===== config.mk =====
export PLATFORM = sky130hd
export DESIGN_NAME = uart_point_decoder
export DESIGN_NICKNAME = d
export VERILOG_FILES = /design/src/rtl/uart_point_decoder_pkg.sv /design/src/rtl/uart_point_decoder_point_fifo.sv /design/src/rtl/uart_point_decoder.sv
export SDC_FILE = /design/constraint.sdc
export NUM_CORES = 1
export LEC_CHECK = 0
export CAP_MARGIN = 20
export CORE_ASPECT_RATIO = 0.9
export CORE_MARGIN = 5
export CORE_UTILIZATION = 55
export CTS_CLUSTER_DIAMETER = 30
export CTS_CLUSTER_SIZE = 24
export DETAILED_ROUTE_END_ITERATION = 6
export PLACE_DENSITY = 0.72
export SYNTH_ARGS = -nofsm -noshare
export SYNTH_HDL_FRONTEND = slang
export SYNTH_SLANG_ARGS = --single-unit

===== constraint.sdc =====
create_clock -name i_Clock -period 10.3 [get_ports i_Clock]
set_input_delay 3.09 -clock i_Clock [delete_from_list [all_inputs] [get_ports i_Clock]]
set_output_delay 3.09 -clock i_Clock [all_outputs]
set_load 0.01 [all_outputs]

===== src/rtl/uart_point_decoder_pkg.sv =====
// Shared types and constants for the UART point deframer.
// Record byte offsets, field widths and the FIFO entry layout.
package uart_point_decoder_pkg;

  localparam int COORD_W = 12;
  localparam int COLOR_W = 8;
  localparam int ENTRY_W = 1 + COLOR_W + 2 * COORD_W;

  // byte position of each field within a 4-byte record
  localparam int B_X_HI  = 0;
  localparam int B_XY    = 1;
  localparam int B_Y_LO  = 2;
  localparam int B_COLOR = 3;

  typedef enum logic [1:0] {
    IDX0,
    IDX1,
    IDX2,
    IDX3
  } idx_e;

  // FIFO entry layout: {frame, color, Y, X}
  typedef struct packed {
    logic               frame;
    logic [COLOR_W-1:0] color;
    logic [COORD_W-1:0] y;
    logic [COORD_W-1:0] x;
  } point_t;

  // an all-zero record is a frame marker, not a drawable point
  function automatic point_t make_point(
    input logic [COORD_W-1:0] x,
    input logic [COORD_W-1:0] y,
    input logic [COLOR_W-1:0] color
  );
    point_t p;
    p.x     = x;
    p.y     = y;
    p.color = color;
    p.frame = (x == '0) && (y == '0) && (color == '0);
    return p;
  endfunction

endpackage


===== src/rtl/uart_point_decoder_point_fifo.sv =====
// Synchronous FIFO with flop-held head and full/empty flags.
// Ports: i_Clock, i_Reset, write (i_Wr_En/i_Wr_Data), read (i_Rd_En/o_Rd_Data), o_Full, o_Empty.
module point_fifo #(
  parameter int DEPTH = 16,
  parameter int WIDTH = 33
) (
  input  logic             i_Clock,
  input  logic             i_Reset,
  input  logic             i_Wr_En,
  input  logic [WIDTH-1:0] i_Wr_Data,
  input  logic             i_Rd_En,
  output logic [WIDTH-1:0] o_Rd_Data,
  output logic             o_Full,
  output logic             o_Empty
);

  localparam int AW = $clog2(DEPTH);

  logic [WIDTH-1:0] mem [DEPTH];
  logic [AW-1:0]    wr_ptr;
  logic [AW-1:0]    rd_ptr;
  logic [AW:0]      count;
  logic             do_wr;
  logic             do_rd;

  assign o_Full  = (count == (AW+1)'(DEPTH));
  assign o_Empty = (count == '0);

  // a pop in the same cycle frees a slot, so a full FIFO may still accept
  assign do_rd = i_Rd_En && !o_Empty;
  assign do_wr = i_Wr_En && (!o_Full || do_rd);

  // head reads as zero while empty so stale entries never leak out
  assign o_Rd_Data = o_Empty ? '0 : mem[rd_ptr];

  always_ff @(posedge i_Clock) begin
    if (do_wr) begin
      mem[wr_ptr] <= i_Wr_Data;
    end
  end

  always_ff @(posedge i_Clock) begin
    if (i_Reset) begin
      wr_ptr <= '0;
      rd_ptr <= '0;
      count  <= '0;
    end else begin
      if (do_wr) begin
        wr_ptr <= wr_ptr + 1'b1;
      end
      if (do_rd) begin
        rd_ptr <= rd_ptr + 1'b1;
      end
      unique case ({do_wr, do_rd})
        2'b10:   count <= count + 1'b1;
        2'b01:   count <= count - 1'b1;
        default: count <= count;
      endcase
    end
  end

endmodule


===== src/rtl/uart_point_decoder.sv =====
// Deframes UART byte strobes into 4-byte X/Y/color point records and queues them.
// Ports: i_Clock, i_Reset, i_Rx_DV/i_Rx_Byte in; point head + valid/ready, o_Overflow, o_Resync out.
// Macro UART_POINT_TIMEOUT_EN enables the mid-record idle timeout and o_Resync.
module uart_point_decoder
  import uart_point_decoder_pkg::*;
#(
  parameter int FIFO_DEPTH   = 16,
  parameter int TIMEOUT_CLKS = 2048
) (
  input  logic               i_Clock,
  input  logic               i_Reset,
  input  logic               i_Rx_DV,
  input  logic [7:0]         i_Rx_Byte,
  output logic               o_Point_Valid,
  input  logic               i_Point_Ready,
  output logic [COORD_W-1:0] o_Point_X,
  output logic [COORD_W-1:0] o_Point_Y,
  output logic [COLOR_W-1:0] o_Point_Color,
  output logic               o_Point_Frame,
  output logic               o_Overflow,
  output logic               o_Resync
);

  idx_e       idx;
  logic [7:0] rec [4];
  logic       overflow_q;
  logic       timeout_hit;

  logic       push;
  logic       pop;
  logic       full;
  logic       empty;
  point_t     new_pt;
  point_t     head;

  assign push = i_Rx_DV && (idx == IDX3);
  assign pop  = o_Point_Valid && i_Point_Ready;

  // the fourth byte is taken straight from the bus so it lands this edge
  assign new_pt = make_point(
    {rec[B_X_HI], rec[B_XY][7:4]},
    {rec[B_XY][3:0], rec[B_Y_LO]},
    i_Rx_Byte
  );

  always_ff @(posedge i_Clock) begin
    if (i_Reset) begin
      idx        <= IDX0;
      rec        <= '{default: '0};
      overflow_q <= 1'b0;
    end else begin
      // a byte arriving on the timeout cycle keeps the record alive
      if (i_Rx_DV) begin
        rec[idx] <= i_Rx_Byte;
        idx      <= idx_e'(idx + 2'd1);
      end else if (timeout_hit) begin
        idx <= IDX0;
      end
      if (push && full && !pop) begin
        overflow_q <= 1'b1;
      end
    end
  end

`ifdef UART_POINT_TIMEOUT_EN
  localparam int CW = $clog2(TIMEOUT_CLKS + 1);

  logic [CW-1:0] idle_cnt;
  logic          resync_q;

  // fires on the edge where the idle count would reach TIMEOUT_CLKS
  assign timeout_hit = (idx != IDX0) && !i_Rx_DV &&
                       (idle_cnt == CW'(TIMEOUT_CLKS - 1));

  always_ff @(posedge i_Clock) begin
    if (i_Reset) begin
      idle_cnt <= '0;
      resync_q <= 1'b0;
    end else begin
      resync_q <= timeout_hit;
      if (i_Rx_DV || (idx == IDX0) || timeout_hit) begin
        idle_cnt <= '0;
      end else begin
        idle_cnt <= idle_cnt + 1'b1;
      end
    end
  end

  assign o_Resync = resync_q;
`else
  logic unused_timeout_cfg;

  assign unused_timeout_cfg = |TIMEOUT_CLKS;
  assign timeout_hit        = 1'b0;
  assign o_Resync           = 1'b0;
`endif

  point_fifo #(
    .DEPTH (FIFO_DEPTH),
    .WIDTH (ENTRY_W)
  ) u_fifo (
    .i_Clock   (i_Clock),
    .i_Reset   (i_Reset),
    .i_Wr_En   (push),
    .i_Wr_Data (new_pt),
    .i_Rd_En   (pop),
    .o_Rd_Data (head),
    .o_Full    (full),
    .o_Empty   (empty)
  );

  assign o_Point_Valid = !empty;
  assign o_Point_X     = head.x;
  assign o_Point_Y     = head.y;
  assign o_Point_Color = head.color;
  assign o_Point_Frame = head.frame;
  assign o_Overflow    = overflow_q;

endmodule

==> impl_metrics.json, run 1 <==
{
  "mostFrequentLayoutCells": "edfxtp_1 (528), mux4_2 (132), clkbuf_16 (102)",
  "grt_pass1_wl_mm": 72.0,
  "relSlewSlack_pct": 25.2,
  "p_leak_nw": 8.45,
  "wl_met3_mm": 3.73,
  "ios": 48,
  "hold_start": "o_Overflow",
  "syn_to_final_growth_pct": 20.7,
  "wl_per_cell_um": 26.3,
  "required_ns": 7.21,
  "initial_utilization_pct": 55.8,
  "worstHoldPathType": "reg -> reg",
  "finalSetupViolCount": 0,
  "clk_path_buf_depth": 3,
  "cts_resized": 0,
  "tightestPinTransition_ns": 1.12,
  "dieArea_mm2": 0.0442,
  "grt_pass1_vias": 11557,
  "netlist.area_leader.share_pct": 71.9,
  "cts_tree": "built",
  "ctsHoldBuffers": 0,
  "worst-setup-path-type": "reg -> out",
  "cts_made_buffers": 99,
  "holdWs_ns": 0.508,
  "place.gp.congestion": 0.789,
  "wirelength_mm": 47.3,
  "ant_nets": 0,
  "drive_gt1_share_pct": 28.7,
  "holdPathStages": 2,
  "yosysWarnings": 0,
  "die_x_um": 221,
  "avgSynthCellArea_um2": 20.8,
  "fin_worst_skew_ns": 0.0250,
  "p_per_area_mw_per_mm2": 257,
  "drc": 0,
  "max_stage_delay_ns": 0.96,
  "drt_iter0_markers": 1226,
  "worst_path_max_delay_cell": "dfxtp_4",
  "dpl.cell_count": 1607,
  "overflow": 0,
  "syn_nets": 1086,
  "critical_path.max_fanout": 72,
  "maxSlewViolCount": 0,
  "htreeDepth": 3,
  "antenna_found_initial": 0,
  "cts.sink_count": 572,
  "synth-seq-area-share_pct": 75.9,
  "synth_cell_type_count": 51,
  "cts-root-buf": "clkbuf_16",
  "place_hpwl_mm": 23.5,
  "hold_viol": 0,
  "viasPerCell": 6.14,
  "startpoint_type": "flop",
  "vias": 11020,
  "ys.flop_type": "edfxtp_1",
  "topRoutingLayerUsed": "met4",
  "yosysTopAreaCell": "edfxtp_1",
  "grt_start_max_net_pins": 125,
  "dr.pass1.iters": 7,
  "postSynthCellCount": 1063,
  "globalRouteTotalUtil_pct": 21.8,
  "cts_setup_buffers": 0,
  "end_kind": "output pin",
  "ys_ff_latch": 572,
  "path_cells": "buf_4 > mux4_2 > mux2i_1 > o22ai_1 > clkdlybuf4s50_1",
  "status": "completed",
  "drv_cap": 0,
  "reg2reg_from": "idx[0]",
  "fin_crit_sh_pct": 69.2,
  "nets": 1200,
  "r2r_cells": 6,
  "synth-edff-count": 528,
  "rrSetupSlack_ns": 7.22,
  "stdcell_count": 1795,
  "die_h_um": 200,
  "fmax_mhz": 140,
  "netlist_area_mm2": 0.0221,
  "rr_endpoint": "u_fifo.mem[6][30]",
  "fp.coreArea_mm2": 0.0395,
  "place_ws_ns": 3.84,
  "n_antenna_cell": 0,
  "vdd_drop_max_mv": 0.169,
  "final_common_cell": "edfxtp_1",
  "final.setup.worst_slack_ns": 3.18,
  "rows": 69,
  "synthArstFlopShare_pct": 0,
  "layout_min_cycle_time_ns": 7.12,
  "dr_wl_met2_mm": 23.2,
  "synth_area_leaders": "edfxtp_1 (72%), mux4_2 (13%), dfxtp_1 (4.0%)",
  "numPortBuffers": 46,
  "wl_met1_mm": 19.7,
  "rsz0062_at_grt": "false",
  "setup_tns_ns": 0,
  "clkSlewWorstSetupHoldPaths_ns": 0.05,
  "arrival_ns": 4.03,
  "clock_latency_ns": 0.63,
  "min_to": "o_Overflow"
}
==> final cells by class <==
class / count / area [um^2]
fillers: 2489 / 12900
inverters: 10 / 40.0
flip-flops and latches: 572 / 16700
clock buffers: 112 / 2600
repair buffers: 74 / 708
multi-input cells: 420 / 5070
clock inverters: 75 / 796
well taps: 532 / 666
==> logic make-up (layout without fill, tap and decap cells) <==
group | after synthesis | count (layout) | synth area share [%]
XOR/XNOR | 9 | 9 | 0.357
multiplexers | 202 | 202 | 16.7
AND/OR/NAND/NOR | 117 | 117 | 2.63
adder cells (fa/ha/maj) | 11 | 11 | 0.624
buffers and inverters | 71 | 271 | 1.46
other | 1 | 1 | 0.0170
flip-flops | 572 | 572 | 75.9
AO/OA/AOI/OAI | 80 | 80 | 2.36
==> synthesized netlist by cell type (2+ instances only) <==
| cell | instances |
|---|---|
| buf_2 | 28 |
| dfxtp_1 | 44 |
| buf_1 | 7 |
| ha_1 | 11 |
| inv_1 | 9 |
| edfxtp_1 | 528 |
| a21oi_1 | 27 |
| nor3_1 | 2 |
| mux2i_1 | 68 |
| xor2_1 | 3 |
| clkbuf_1 | 22 |
| o211ai_1 | 2 |
| nor2_1 | 22 |
| nand3_1 | 28 |
| nor3b_1 | 2 |
| nand4_1 | 2 |
| a31oi_1 | 2 |
| nand2_1 | 32 |
| a211oi_1 | 2 |
| buf_4 | 3 |
| xnor2_1 | 6 |
| nor2b_1 | 2 |
| and2_1 | 9 |
| o22ai_1 | 33 |
| mux4_2 | 132 |
| nor4_1 | 12 |
==> per-layer routing <==
layer,global-route usage [%],vias up
li1,-,4670
met2,34.9,507
met1,31.5,5786
met3,4.69,57
met4,5.58,0
met5,0,-
==> power breakdown <==
part	switching (W)	internal, W	total, W	leakage (nW)
combinational	0.000475	0.000508	0.000983	1.57
clock	0.00119	0.00204	0.00322	1.64
sequential	0.0000756	0.00255	0.00263	5.24
total	0.00174	0.00510	0.00684	8.45
==> worst max-delay path, delay by kind of cell (launching register included) <==
family,cells,cell delay [ns]
flops,1,0.96
mux,2,0.72
compound gates,1,0.15
buf+inv,2,1.49
==> metrics by stage <==
| step | instance area (um^2) | utilization, % | total power (W) |
|---|---|---|---|
| 3_3_place_gp | 23200 | 58.7 | 0.00364 |
| 6_report | 26600 | 67.3 | 0.00684 |
| 5_1_grt | 26600 | 67.3 | 0.00709 |
| 2_1_floorplan | 22100 | - | 0.00329 |
| 3_5_place_dp | 23200 | 58.7 | 0.00364 |
| 4_1_cts | 26600 | 67.3 | 0.00688 |
==> sequential cells by signal (all words and copies together) (netlist names), named ones only <==
signal	count
o_Overflow	1
u_fifo.rd_ptr	4
u_fifo.mem	528
u_fifo.wr_ptr	4
new_pt	24
idx	2
u_fifo.count	5
==> how the worst max path moves through the flow <==
| stage | slack [ns] | to | depth (start not counted) |
|---|---|---|---|
| floorplan | 3.20 | u_fifo.mem[1][0] | 3 |
| global placement | 3.80 | o_Point_Y[7] | 5 |
| detailed placement | 3.84 | o_Point_Color[5] | 5 |
| CTS | 3.17 | o_Point_Color[5] | 5 |
| global route | 3.05 | o_Point_X[1] | 5 |
| finish | 3.18 | o_Point_Color[5] | 5 |
No activity file was read; power rests on OpenSTA's default activity.
==> inputs of run 2 (changes only) <==
- clock period: 10.3 -> 7.2 ns (I/O delays scaled with it)
==> run 2 against run 1 <==
Die area did not move. Via count is 1.8% lower. Routed wire length is 4.5% lower. Register-to-register slack got worse by 2.9 ns. Clock-buffer cell count down 5. Clock skew decreased by 0.0038 ns. Global-route usage shrank 1.2 points. Worst setup slack got worse by 1.6 ns. Non-clock buffer count fell by 7. Core utilization grew 0.20 points. First-iteration DRC count is 9.3% lower. Largest power group unchanged.
==> impl_metrics.json, run 2 (synthesis results as in run 1) <==
{
  "end_kind": "output pin",
  "clkSlewWorstSetupHoldPaths_ns": 0.05,
  "internal_power_w": 0.00746,
  "cts-root-buf": "clkbuf_16",
  "vdd_drop_max_mv": 0.222,
  "n_antenna_cell": 0,
  "cts.sink_count": 572,
  "cts_setup_buffers": 0,
  "startpoint_type": "flop",
  "hold_viol": 0,
  "overflow": 0,
  "wl_per_cell_um": 25.3,
  "grt_pass1_wl_mm": 69.4,
  "layout_min_cycle_time_ns": 5.61,
  "largest_reg_flops": 528,
  "place_hpwl_mm": 22.9,
  "viasPerCell": 6.06,
  "ios": 48,
  "place.gp.congestion": 0.806,
  "fmax_mhz": 178,
  "p_switching_w": 0.00242,
  "clock_latency_ns": 0.62,
  "swShare_pct": 24.5,
  "rows": 69,
  "comb_power_share_pct": 13.8,
  "clk_path_buf_depth": 3,
  "cts_resized": 0,
  "worst-setup-path-type": "reg -> out",
  "worstHoldPathType": "reg -> reg",
  "dr.pass1.iters": 5,
  "die_x_um": 221,
  "p_leak_nw": 8.46,
  "drv_cap": 0,
  "dieArea_mm2": 0.0442,
  "drt_iter0_markers": 1112,
  "ant_nets": 0,
  "largest_register": "u_fifo.mem",
  "fin_area_mm2": 0.0267,
  "rrSetupSlack_ns": 4.29,
  "grt_pass1_vias": 11554,
  "seqPwrFrac_pct": 38.2,
  "initial_utilization_pct": 55.8,
  "clkPwrFrac_pct": 47.9,
  "syn_to_final_growth_pct": 21.1,
  "ctsHoldBuffers": 0,
  "htreeDepth": 3,
  "vias": 10819,
  "p_per_area_mw_per_mm2": 370,
  "maxSlewViolCount": 0,
  "setup_tns_ns": 0,
  "fin_crit_sh_pct": 78.0,
  "nets": 1194,
  "fin_worst_skew_ns": 0.0212,
  "arrival_ns": 3.45,
  "die_h_um": 200,
  "cts_tree": "built",
  "critical_path.max_fanout": 33,
  "numPortBuffers": 46,
  "drive_gt1_share_pct": 28.0,
  "tightestPinTransition_ns": 1.13,
  "mostFrequentLayoutCells": "edfxtp_1 (528), mux4_2 (132), clkbuf_16 (101)",
  "relSlewSlack_pct": 24.9,
  "fillers": 2518,
  "globalRouteTotalUtil_pct": 20.6,
  "grt_start_max_net_pins": 59,
  "fp.coreArea_mm2": 0.0395,
  "rsz0062_at_grt": "false",
  "required_ns": 5.04,
  "cts_made_buffers": 100,
  "final_common_cell": "edfxtp_1",
  "status": "completed",
  "wirelength_mm": 45.1,
  "finalSetupViolCount": 0,
  "place_area_mm2": 0.0231,
  "antenna_found_initial": 0,
  "drc": 0
}
## run 2: changes by cell type in the layout (fill, tap and decap cells not counted), moves of 3 or more
cell and change:
buf_16 +4, clkbuf_1 -3, clkinv_1 +5, bufinv_16 +7, buf_4 -11, clkinv_2 +4, inv_6 -9
## run 2: critical path: stages (launching register included)
cell	delay, ns
dfxtp_1	0.41
nor4_4	0.60
nand2_2	0.17
nand2b_2	0.78
o22ai_1	0.31
clkdlybuf4s50_1	0.57
## run 2: path summary, 6_finish.rpt
kind,from,to,cells after the start
max,u_fifo.count[1],o_Point_X[2],5
min,o_Overflow,o_Overflow,2
min reg2reg,o_Overflow,o_Overflow,2
max reg2reg,idx[0],u_fifo.mem[10][0],5
## run 2: power by group through the flow
stage               combinational [W]  clock, W  sequential [W]
floorplan                    0.000949         0         0.00375
global placement              0.00137         0         0.00384
global route                  0.00147   0.00496         0.00379
detailed placement            0.00138         0         0.00384
finish                        0.00137   0.00473         0.00378
CTS                           0.00139   0.00479         0.00378
## run 2: metrics by stage
stage               setup WS (ns)  hold WS, ns  util, %  instances  total power [W]
finish                       1.59        0.523     67.5       1786          0.00988
global route                 1.44        0.576     67.5       1786           0.0102
CTS                          1.56        0.523     67.3       1782          0.00996
detailed placement           1.89        0.501     58.5       1597          0.00522
global placement             1.96        0.503     58.5       1597          0.00520
floorplan                    1.03        0.482        -       1063          0.00470
## run 2: per-layer routing
metal	routed length (um)	global-route usage, %	vias up
li1	-	-	4659
met1	19700	29.5	5734
met2	22400	33.4	364
met3	2310	3.83	62
met4	702	6.09	0
met5	0	0	-
## run 2: cell type report
class                           instances  area [um^2]  share of cell area, %
Clock buffer                          107         2550                   9.55
Clock inverter                         78          897                   3.36
Inverter                               10         40.0                  0.150
Multi-Input combinational cell        420         5070                   19.0
Sequential cell                       572        16700                   62.7
Tap cell                              532          666                   2.49
Timing Repair Buffer                   67          736                   2.75
